$ cat src/rtl/cv32e40x_pc_target_ras.sv
// ID-stage branch/jump target adder with a circular return address stack.
// The stack supplies a predicted JALR return target before forwarded rs1 is trusted.
package cv32e40x_pc_target_ras_pkg;
  typedef enum logic [1:0] {
    CT_JAL  = 2'b01,
    CT_JALR = 2'b10,
    CT_BCH  = 2'b11
  } bch_jmp_mux_e;
endpackage

module cv32e40x_pc_target_ras
  import cv32e40x_pc_target_ras_pkg::*;
#(
  parameter int unsigned ADDR_WIDTH = 32,
  parameter int unsigned RAS_DEPTH  = 4,
  localparam int unsigned CNT_WIDTH = $clog2(RAS_DEPTH + 1)
) (
  input  logic                  clk,
  input  logic                  rst,
  input  bch_jmp_mux_e          bch_jmp_mux_sel_i,
  input  logic                  instr_valid_i,
  input  logic                  instr_ready_i,
  input  logic                  is_jmp_i,
  input  logic                  is_compressed_i,
  input  logic [4:0]            rd_addr_i,
  input  logic [4:0]            rs1_addr_i,
  input  logic [ADDR_WIDTH-1:0] pc_id_i,
  input  logic [ADDR_WIDTH-1:0] imm_uj_type_i,
  input  logic [ADDR_WIDTH-1:0] imm_sb_type_i,
  input  logic [ADDR_WIDTH-1:0] imm_i_type_i,
  input  logic [ADDR_WIDTH-1:0] jalr_fw_i,
  input  logic                  flush_i,
  output logic [ADDR_WIDTH-1:0] bch_target_o,
  output logic [ADDR_WIDTH-1:0] jmp_target_o,
  output logic [ADDR_WIDTH-1:0] ras_target_o,
  output logic                  ras_pred_valid_o,
  output logic [CNT_WIDTH-1:0]  ras_count_o
);

  localparam int unsigned PTR_WIDTH = $clog2(RAS_DEPTH);

  logic [ADDR_WIDTH-1:0] entry_r [RAS_DEPTH];
  logic [PTR_WIDTH-1:0]  top_r;
  logic [CNT_WIDTH-1:0]  count_r;

  logic [ADDR_WIDTH-1:0] target_s;
  logic [ADDR_WIDTH-1:0] push_val_s;
  logic [PTR_WIDTH-1:0]  top_inc_s;
  logic [PTR_WIDTH-1:0]  top_dec_s;
  logic                  rd_link_s;
  logic                  rs1_link_s;
  logic                  push_s;
  logic                  pop_s;
  logic                  repl_s;
  logic                  commit_s;
  logic                  empty_s;
  logic                  full_s;

  // Target adder; unknown select encodings fall back to the JALR path.
  always_comb begin
    target_s = '0;
    case (bch_jmp_mux_sel_i)
      CT_JAL:  target_s = pc_id_i + imm_uj_type_i;
      CT_BCH:  target_s = pc_id_i + imm_sb_type_i;
      default: target_s = jalr_fw_i + imm_i_type_i;
    endcase
  end

  assign rd_link_s  = (rd_addr_i  == 5'd1) || (rd_addr_i  == 5'd5);
  assign rs1_link_s = (rs1_addr_i == 5'd1) || (rs1_addr_i == 5'd5);

  // Call/return classification from link-register usage.
  always_comb begin
    push_s = 1'b0;
    pop_s  = 1'b0;
    repl_s = 1'b0;
    if (is_jmp_i) begin
      case (bch_jmp_mux_sel_i)
        CT_JAL: push_s = rd_link_s;
        CT_BCH: push_s = 1'b0;
        default: begin
          if (rd_link_s && rs1_link_s) begin
            repl_s = (rd_addr_i != rs1_addr_i);
            push_s = (rd_addr_i == rs1_addr_i);
          end else begin
            push_s = rd_link_s;
            pop_s  = rs1_link_s;
          end
        end
      endcase
    end else begin
      push_s = 1'b0;
      pop_s  = 1'b0;
      repl_s = 1'b0;
    end
  end

  assign push_val_s = pc_id_i + (is_compressed_i ? ADDR_WIDTH'(2) : ADDR_WIDTH'(4));
  assign top_inc_s  = (top_r == PTR_WIDTH'(RAS_DEPTH - 1)) ? '0 : top_r + PTR_WIDTH'(1);
  assign top_dec_s  = (top_r == '0) ? PTR_WIDTH'(RAS_DEPTH - 1) : top_r - PTR_WIDTH'(1);
  assign empty_s    = (count_r == '0);
  assign full_s     = (count_r == CNT_WIDTH'(RAS_DEPTH));
  assign commit_s   = instr_valid_i && instr_ready_i && !flush_i;

  // Stack state; a full push overwrites the oldest slot because top wraps onto it.
  always_ff @(posedge clk) begin
    if (rst) begin
      count_r <= '0;
      top_r   <= '0;
      for (int i = 0; i < RAS_DEPTH; i++) begin
        entry_r[i] <= '0;
      end
    end else if (flush_i) begin
      count_r <= '0;
    end else if (commit_s) begin
      if (repl_s && !empty_s) begin
        entry_r[top_r] <= push_val_s;
      end else if (push_s || repl_s) begin
        top_r            <= top_inc_s;
        entry_r[top_inc_s] <= push_val_s;
        if (!full_s) begin
          count_r <= count_r + CNT_WIDTH'(1);
        end
      end else if (pop_s && !empty_s) begin
        top_r   <= top_dec_s;
        count_r <= count_r - CNT_WIDTH'(1);
      end
    end
  end

  assign bch_target_o     = target_s;
  assign jmp_target_o     = target_s;
  assign ras_target_o     = entry_r[top_r];
  assign ras_count_o      = count_r;
  assign ras_pred_valid_o = instr_valid_i && (pop_s || repl_s) && !empty_s;

endmodule
$ cat config.mk
export PLATFORM = sky130hd
export DESIGN_NAME = cv32e40x_pc_target_ras
export DESIGN_NICKNAME = d
export VERILOG_FILES = /design/src/rtl/cv32e40x_pc_target_ras.sv
export SDC_FILE = /design/constraint.sdc
export NUM_CORES = 1
export LEC_CHECK = 0
export ABC_AREA = 1
export BUFFER_PORTS_ARGS = -buffer_cell sky130_fd_sc_hd__buf_2
export CAP_MARGIN = 20
export CORE_ASPECT_RATIO = 0.5
export CORE_MARGIN = 3
export CORE_UTILIZATION = 31
export DETAILED_ROUTE_END_ITERATION = 6
export SYNTH_ARGS = -nofsm -noshare
export SYNTH_HDL_FRONTEND = slang
export SYNTH_SLANG_ARGS = --single-unit
$ cat constraint.sdc
create_clock -name clk -period 3.07 [get_ports clk]
set_input_delay 0.1535 -clock clk [delete_from_list [all_inputs] [get_ports clk]]
set_output_delay 0.1535 -clock clk [all_outputs]
set_load 0.02 [all_outputs]
=== Word level (Yosys, flattened, before mapping) ===
Memory sizes are Yosys's and may differ from the RTL's. A register that Yosys moved wholly into a read port is not among the register bits.
Index checks and enable logic that the tools add are counted.

* Shift operators: 0
* Equal/unequal tests: 11
* Mux-type cells: 39
* Divide/modulo/power cells: 0
* $add $sub $neg: 8
* Bitwise logic cells: 2
* Multipliers: 0
* Reductions and logical operators: 22
* Magnitude comparators: 0

{| class="wikitable"
|+ Operators by type and width
! cell !! count
|-
| 32-bit adder || 3
|-
| 32-bit 2-to-1 mux || 2
|-
| 32-bit case mux with 2 select lines || 1
|-
| 32-bit OR reduction || 2
|-
| 32-bit by 3-bit adder with 32-bit output || 1
|-
| 1-bit 2-to-1 mux || 23
|-
| 2-bit 2-to-1 mux || 8
|-
| 3-bit 2-to-1 mux || 4
|-
| 5-bit by 1-bit equality test with 1-bit output, second input constant || 2
|-
| 5-bit by 3-bit equality test with 1-bit output, second input constant || 2
|-
| 4-bit AND reduction || 2
|-
| 1-bit logical AND || 7
|-
| 5-bit equality test || 1
|-
| 5-bit != test || 1
|-
| 2-bit equality test, second input constant || 2
|-
| 1-bit logical OR || 4
|-
| 2-bit OR reduction || 2
|-
| 3-bit by 1-bit adder with 3-bit output, second input constant || 1
|-
| 3-bit equality test, second input constant || 1
|-
| 3-bit zero test || 1
|-
| 3-bit by 1-bit subtractor with 3-bit output, second input constant || 1
|-
| 2-bit by 1-bit adder with 2-bit output, second input constant || 1
|-
| 2-bit by 1-bit equality test with 1-bit output, second input constant || 1
|-
| 1-bit zero test || 2
|-
| 6 further kinds || 7
|}

* Input bits: 179
* Bits in read-only memories: 0
* Memories: 1
* Output and inout port bits: 100
* Bits in latches: 0
* Memory bits (writable): 128
* Flip-flop bits (word level): 5

{| class="wikitable"
|+ Memory list
! memory !! depth !! width !! rd ports !! clocked after Yosys merged registers in !! wr ports !! line !! text
|-
| entry_r || 4 || 32 || 1 || 1 || 4 || 42 || <nowiki>logic [ADDR_WIDTH-1:0] entry_r [RAS_DEPTH];</nowiki>
|}

=== Depth between registers and ports, before layout ===
Gate-level depths: netlist of the first run.

* Depth after elaboration: 15
* Gate-level depth with buffers: 18
* Mapped depth without buffers: 15

=== Worst setup path before layout of the first run ===
Ideal clock, no wire load.

* Path type: input to output
* Start point: in bch_jmp_mux_sel_i[0]
* End point: out jmp_target_o[10]
* Data required time: 2.917 ns
* Slack: -0.076 ns
* Arrival time: 2.992 ns
* Path buffers: 3
* Cell stages on the path: 15
* Path through: buf_6 -> nand2_4 -> clkbuf_1 -> mux2_2 -> ha_1 -> fa_1 -> nand2_1 -> nand2_1 -> nand3b_1 -> nand2_1 -> a21o_1 -> nand2_1 -> inv_1 -> o21ai_0 -> buf_4

* Cells in the longest elaborated chain, start to end: 2

{| class="wikitable"
|+ Ends and longest elaborated chain
! element !! line !! text
|-
| from (decl) || 20 || <nowiki>input bch_jmp_mux_e bch_jmp_mux_sel_i,</nowiki>
|-
| 2-bit equality test / 2-bit by 1-bit equality test with 1-bit output (equally long branches) || 62 || <nowiki>case (bch_jmp_mux_sel_i)</nowiki>
|-
| 32-bit case mux with 2 select lines * || 62 ||
|-
| to (decl) || 34 || <nowiki>output logic [ADDR_WIDTH-1:0] jmp_target_o,</nowiki>
|}

Every way passes the cells marked *; elsewhere a longest branch is shown, timed or not.

=== Final worst setup path of the first run ===
* Start point: in bch_jmp_mux_sel_i[0]
* End point: out jmp_target_o[16]

Same word-level chain as after synthesis.

==> results.md, run 1 <==
- Final antenna-violating net count: 0
- Multi-input logic area: 6730 um^2
- Type of the setup path with the least slack: in -> out
- Met3 layer usage reported by global route: between 2 and 2.5%
- Main area contributors after synthesis: edfxtp_1 (32%), nand2_1 (12%), nor2_1 (8.2%)
- Class of the worst hold path: in -> reg
- Worst-case headroom to the max-slew limit: 38.2%
- Met2 Resource Use GR: 35.1%
- TritonCTS clock tree: done
- Xor and xnor fraction of the mapped netlist area: 2.03%
- Gate count after technology mapping: 1,666
- Maximum clock skew at final layout: 0.0174 ns
- Placement Cell Area: 13,700 um^2
- Endpoints failing hold: 0
- Cells resized by post-CTS repair: 0
- Cells after DPL: 2,409
- Synth Area per Inst: 7.13 um^2
- Mapped Nets: approximately 1,900
- Met1 track demand over resource in global routing: 23.5%
- All-Layer GR Usage: 19.2%
- Detailed-routing iteration count for the pre-antenna-repair pass: 6
- Share of Yosys cell area claimed by the top area cell type: 32.3%
- CTS sink cnt: 135
- Final clock period utilization by the worst path: a little over nine tenths
- Pin slew with the least headroom to its limit: between 0.9 and 1 ns
- Number of placement rows: 50
- Iteration-0 DRC count of the detailed router: between 900 and 1,000
- Count of flip-flops with a built-in enable after synthesis: 128
- Register-to-Register Path Depth: 10
- Clock transition at the registers of the reported paths: 0.06 ns
- Area of all sequential standard cells: 3980 um^2
- Result of the run: finished, final reports clean
- Largest family of logic cells by synthesized area: simple AND/OR/NAND/NOR gates
- Most Used Layer, Global Route: met2
- Clock root buffer: clkbuf_16
- Critical path arrival: 2.77 ns
- Synth Flop Type: edfxtp_1
- H-tree Lvls: 4
- RePlAce Congestion: ~0.95
- Number of port buffers: around 280
- Maximum number of pins on one net before global-route repair: 65
- Pwr dens: between 400 and 500 nW/um^2
- Total via count after detailed routing: 12,000
- First-pass GRT wire length: 61,200 um
- Cell-by-cell trace of the critical path: buf_2 > nand2_4 > buf_4 > mux2_2 > ha_1 > nand2_1 > nor2_1 > nand3_1 > nand3_1 > nand2_1 > nand2_1 > xor2_1 > nand2_1 > nand2_1 > buf_2
- Remaining Overflow, GRT: 0
- Leak Pwr: 6.63 nW
- Via count of the first global-routing pass: 11,500
- Sequential-to-total area share from yosys stat: around a third
- Die outline area: 40,900 um^2
- Number of max-cap violations: 0
- Biggest cell delay along the critical path: 0.38 ns
- Arithmetic-cell share of the synthesized area counting full adders, half adders and majority gates: 7.62%
- Post-synthesis cell type with the largest combined area: edfxtp_1
- Hold Buf Count CTS: 0
- Post-CTS Repair Setup Buffers: 0
- Starting density of the core: 31.6%
- Multiplexer area fraction after synthesis: under 10%
- Highest Clock Rate: 342 MHz
- Top-level port count: 279
- Fraction of registers with async set or reset after synthesis: 0%
- Summed area of non-filler cells in the final layout: 14,300 um^2
- Kind of end point of the critical path: output pin
- Post-DR wirelength/cell: 16.4 um
- Req. time, crit path: 2.92 ns
- Slew Limit Fails: 0
- Post-synthesis to final-layout area growth: 20.3%
- Number of instances on the worst hold path: 4
- RSZ-0062 raised after global routing: false
- Leading cell type by number of instances after synthesis: nand2_1
- DRC Markers: 0
- Clock Path Buffers: 2
- Most frequent cells after synthesis: nand2_1 (371), nor2_1 (260), inv_1 (191)
- Routed WL: 40,300 um
- Cell type with the highest occurrence count on the critical path: nand2_1
- Share of final-layout standard cells stronger than drive strength 1: 21.8%
- Slowest cell on crit path: ha_1
- Horizontal die dimension: 283 um
- Die boundary height: 144 um
- Finished Core Util: 38.0%
- Synth Area in Compound Gates: ~13%
- Area of the core: 37,600 um^2
- Count of state elements after synthesis: roughly 140
- Vias per cell: 4.91
- Final instance count without filler cells: 2,451
- CTS buffer count: 17
- Maximum ir drop on the vdd rail: 321 uV
- Number of antenna violations at the first check in global routing: 9
- Largest driver fanout on the critical path: 11
- Shortest period the worst path allows: 2.92 ns
- Post-synthesis cell type count: 50
- Post-route total power: 5.89 mW
- Post-synthesis share of cell area spent on and, or, nand and nor gates: 31.4%
- # nets final: 2,157
- Post-synthesis instance area: ~12,000 um^2
- Final setup violating endpoints: 0
- Fill cell count: 4,019
- Yosys synthesis warning count: 0
- CP startpoint kind: input port
- Clock latency of the later-clocked register in the worst-skew pair: about 0.42 ns
- Detailed placer's ending HPWL: approximately 32,000 um
- Total Negative Setup Slacks: 0 ns
==> stage by stage <==
stage                     hold slack, ns  setup WS [ns]
after floorplan                    0.328         0.0480
after detailed placement           0.464          0.177
final                             0.0383          0.149
after global routing              0.0472        0.00230
after CTS                         0.0211          0.163
after global placement             0.459          0.151
==> final cells by class <==
| type | count | share of cell area [%] |
|---|---|---|
| Sequential cell | 135 | 27.9 |
| Inverter | 195 | 5.13 |
| Antenna cell | 10 | 0.175 |
| Multi-Input combinational cell | 1263 | 47.1 |
| Timing Repair Buffer | 296 | 11.1 |
| Clock buffer | 19 | 3.03 |
| Tap cell | 520 | 4.55 |
| Clock inverter | 13 | 1.09 |
==> worst max-delay path, delay by kind of cell <==
family / cells / cell delay, ns
adder cells (fa/ha/maj): 1 / 0.38
AND/OR/NAND/NOR: 9 / 1.18
buffers and inverters: 3 / 0.51
multiplexers: 1 / 0.34
XOR/XNOR: 1 / 0.22
==> sequential cells by signal, summed over array words and instances, names as in the netlist, named ones only <==
name         cells
entry_r        128
ras_count_o      3
top_r            2
==> path summary, 6_finish.rpt <==
path	startpoint	end	slack [ns]
min reg2reg	ras_count_o[2]$_SDFFE_PP0P_	ras_count_o[2]$_SDFFE_PP0P_	0.53
max	bch_jmp_mux_sel_i[0]	jmp_target_o[16]	0.15
max reg2reg	ras_count_o[2]$_SDFFE_PP0P_	entry_r[1][20]$_SDFFCE_PN0P_	0.60
min	rst	ras_count_o[2]$_SDFFE_PP0P_	0.04
==> where the power goes <==
part / total (mW) / internal [mW] / switching (mW)
combinational: 1.79 / 0.610 / 1.18
clock: 2.02 / 1.27 / 0.745
sequential: 2.08 / 2.07 / 0.0134
total: 5.89 / 3.95 / 1.94
==> layout by cell type (no fill, tap or decap), drive strengths merged, types with 5 or more instances in the layout <==
cell type and n:
o21a 5, o21ai 129, nand4 27, or2 10, nor2 294, inv 193
nor4 8, a21oi 86, dfxtp 7, nand2 375, edfxtp 128, nand3b 11
o21bai 5, o22ai 34, ha 66, clkbuf 19, xor2 16, nor3 26
xnor2 9, clkinv 8, nand3 105, buf 296, diode 10, mux2 31
==> cells by family after synthesis <==
logic type / Yosys count
fa+ha+maj: 70
mux: 32
xor+xnor: 26
compound gates: 274
flops: 135
simple gates: 861
buf+inv: 268
==> layer usage <==
layer  share of wire [%]  routed length [um]
met1                  42               17000
met2                  51               20600
met3                 3.9                1590
met4                 2.7                1080
met5                   0                   0
No activity file was read; power rests on OpenSTA's default activity.
==> inputs of run 2 (changes only) <==
--- a/config.mk
+++ b/config.mk
@@ -12,6 +12,7 @@
 export CORE_MARGIN = 3
 export CORE_UTILIZATION = 31
 export DETAILED_ROUTE_END_ITERATION = 6
+export MAX_ROUTING_LAYER = met4
 export SYNTH_ARGS = -nofsm -noshare
 export SYNTH_HDL_FRONTEND = slang
 export SYNTH_SLANG_ARGS = --single-unit
==> run 2 against run 1 <==
  * Clock-buffer cell count down 1
  * Via count down 0.83%
  * Combinational power about the same
  * Largest cell class unchanged
==> results.md, run 2 (synthesized netlist as in run 1, its figures left out) <==
- # nets final: 2,158 (was 2,157)
- Relative contribution of sequential cells to total power: 34.8% (was 35.4%)
- Comb pwr share: 30.1% (was 30.4%)
- Max FFs per register: 128 (unchanged)
- Summed area of non-filler cells in the final layout: 14,300 um^2 (about the same)
- Iteration-0 DRC count of the detailed router: 1,071 (was 926)
- Clock Power Share: 35.0% (was 34.2%)
- Slew Limit Fails: 0 (unchanged)
- Clock root buffer: clkbuf_16 (unchanged)
- Number of antenna violations at the first check in global routing: 4 (was 9)
- Switch Pwr: 1.95 mW (was 1.94 mW)
- Number of instances on the worst hold path: 4 (unchanged)
- Routed met2 length: 20,900 um (was 20,600 um)
- Critical path arrival: 2.72 ns (was 2.77 ns)
- Highest metal layer with signal wires: met4 (unchanged)
- CTS sink cnt: 135 (unchanged)
- Number of port buffers: 278 (unchanged)
- Total Negative Setup Slacks: 0 ns (unchanged)
- Endpoints failing hold: 0 (unchanged)
- Final clock period utilization by the worst path: 93.5% (was 95.2%)
- Placement Cell Area: 13,700 um^2 (about the same)
- First-pass GRT wire length: 62,800 um (was 61,200 um)
- Met1 wire length: 17,500 um (was 17,000 um)
- Vias per cell: 4.88 (was 4.91)
- Req. time, crit path: 2.92 ns (about the same)
- Die boundary height: 144 um (unchanged)
- Share of final-layout standard cells stronger than drive strength 1: 22.0% (was 21.8%)
- RSZ-0062 raised after global routing: false (unchanged)
- Highest Clock Rate: 348 MHz (was 342 MHz)
- Die outline area: 40,900 um^2 (unchanged)
- Result of the run: finished, final reports clean (unchanged)
- Hold Path Sink: ras_count_o[1]$_SDFFE_PP0P_ (was ras_count_o[2]$_SDFFE_PP0P_)
- Via count of the first global-routing pass: 11,600 (was 11,500)
- Worst reg2reg path startpoint: ras_count_o[2]$_SDFFE_PP0P_ (unchanged)
- Largest driver fanout on the critical path: 11 (unchanged)
- Pwr dens: 418 nW/um^2 (was 412 nW/um^2)
- Switching share of power: 32.6% (was 32.9%)
- Class of the worst hold path: in -> reg (unchanged)
- Routed WL: 40,900 um (was 40,300 um)
- CTS buffer count: 17 (unchanged)
- Final antenna-violating net count: 0 (unchanged)
- DRC Markers: 0 (unchanged)
- Leak Pwr: 6.64 nW (was 6.63 nW)
- Register-to-Register Path Depth: 10 (unchanged)
- Clock latency of the later-clocked register in the worst-skew pair: 0.41 ns (was 0.42 ns)
- Final instance count without filler cells: 2,446 (was 2,451)
- Setup Slack @ Placement: 0.220 ns (was 0.177 ns)
- Crit path setup slack, layout: 0.201 ns (was 0.149 ns)
- Clock Path Buffers: 2 (unchanged)
- Final setup violating endpoints: 0 (unchanged)
- Hold Buf Count CTS: 0 (unchanged)
- Number of max-cap violations: 0 (unchanged)
- Internal power: 4.03 mW (was 3.95 mW)
- Cells after DPL: 2,410 (was 2,409)
- Most frequent cells in the layout: nand2_1 (371), buf_2 (278), nor2_1 (259) (was nand2_1 (371), buf_2 (278), nor2_1 (260))
- Post-DR wirelength/cell: 16.7 um (was 16.4 um)
- Starting density of the core: 31.6% (unchanged)
- Hold slack final: 0.0251 ns (was 0.0383 ns)
- Largest register by flop count: entry_r (unchanged)
- Worst-case headroom to the max-slew limit: 56.4% (was 38.2%)
- Area of the core: 37,600 um^2 (unchanged)
- Maximum number of pins on one net before global-route repair: 65 (unchanged)
- H-tree Lvls: 4 (unchanged)
- Top-level port count: 279 (unchanged)
- Register-to-register path setup slack: 0.63 ns (was 0.60 ns)
- Post-synthesis to final-layout area growth: 20.4% (was 20.3%)
- Worst min-delay path startpoint: rst (unchanged)
- All-Layer GR Usage: 20.4% (was 19.2%)
- RePlAce Congestion: 0.908 (was 0.953)
- Total via count after detailed routing: 11,900 (was 12,000)
- Detailed-routing iteration count for the pre-antenna-repair pass: 6 (unchanged)
- Number of placement rows: 50 (unchanged)
- Type of the setup path with the least slack: in -> out (unchanged)
- Horizontal die dimension: 283 um (unchanged)
- CP startpoint kind: input port (unchanged)
- Amount of wire on met3 after detailed routing: 1460 um (was 1590 um)
- TritonCTS clock tree: done (unchanged)
- Remaining Overflow, GRT: 0 (unchanged)
- Terminus of the critical flop-to-flop path: entry_r[2][24]$_SDFFCE_PN0P_ (was entry_r[1][20]$_SDFFCE_PN0P_)
- Maximum ir drop on the vdd rail: 276 uV (was 321 uV)
- Kind of end point of the critical path: output pin (unchanged)
- Detailed placer's ending HPWL: 32,400 um (was 31,700 um)
- Maximum clock skew at final layout: 0.0114 ns (was 0.0174 ns)
- Most common cell after layout, fill and taps aside: nand2_1 (unchanged)
- Shortest period the worst path allows: 2.87 ns (was 2.92 ns)
- Pin slew with the least headroom to its limit: 0.654 ns (was 0.921 ns)
- Clock transition at the registers of the reported paths: 0.06 ns (about the same)
-- run 2: cell count changes in the layout (fill, tap and decap cells not counted), sizes merged --
cell    delta
diode      -6
bufinv     +1
clkbuf     -1
buf        +1
-- run 2: final cells by class --
class | count | area [um^2]
fillers | 4048 | 23300
well taps | 520 | 651
diodes | 4 | 10.0
clock buffers | 18 | 429
flip-flops and latches | 135 | 3980
multi-input cells | 1263 | 6730
inverters | 195 | 733
repair buffers | 297 | 1580
clock inverters | 14 | 183
-- run 2: repair_timing --
action,in CTS,in global routing
setup buffers,0,0
resized for setup,0,3
endpoints found under the setup margin,0,5
-- run 2: worst max-delay path by stage --
stage	cells past startpoint	slack (ns)	to	startpoint
2_1_floorplan	15	0.05	jmp_target_o[12]	bch_jmp_mux_sel_i[0]
3_3_place_gp	13	0.21	bch_target_o[20]	bch_jmp_mux_sel_i[0]
3_5_place_dp	15	0.22	bch_target_o[20]	bch_jmp_mux_sel_i[0]
4_1_cts	15	0.21	bch_target_o[20]	bch_jmp_mux_sel_i[0]
5_1_grt	14	0.01	bch_target_o[25]	bch_jmp_mux_sel_i[0]
6_report	12	0.20	jmp_target_o[13]	bch_jmp_mux_sel_i[0]
-- run 2: worst max-delay path, stage by stage --
cell	delay [ns]
buf_2	0.12
nand2_4	0.16
buf_4	0.18
mux2_2	0.34
ha_1	0.34
a21oi_1	0.21
o21ai_0	0.17
a21oi_1	0.16
nand2_1	0.13
o21ai_0	0.41
nand2_1	0.15
buf_2	0.19
-- run 2: through the flow --
stage | utilization [%] | total power [mW]
4_1_cts | 38.0 | 6.00
3_3_place_gp | 36.4 | 3.91
2_1_floorplan | - | 3.35
6_report | 38.0 | 5.97
3_5_place_dp | 36.4 | 3.91
5_1_grt | 38.0 | 6.29
-- run 2: per-layer routing --
layer	up-vias	GRT usage (%)
li1	6039	-
met1	5552	24.4
met2	291	36.2
met3	51	2.15
met4	0	6.57
met5	-	-
-- run 2: power groups by stage --
stage          combinational, mW  clock (mW)  sequential, mW
6_report                    1.80        2.09            2.08
3_5_place_dp                1.79           0            2.12
4_1_cts                     1.80        2.11            2.08
5_1_grt                     1.99        2.21            2.09
3_3_place_gp                1.79           0            2.12
2_1_floorplan               1.23           0            2.12
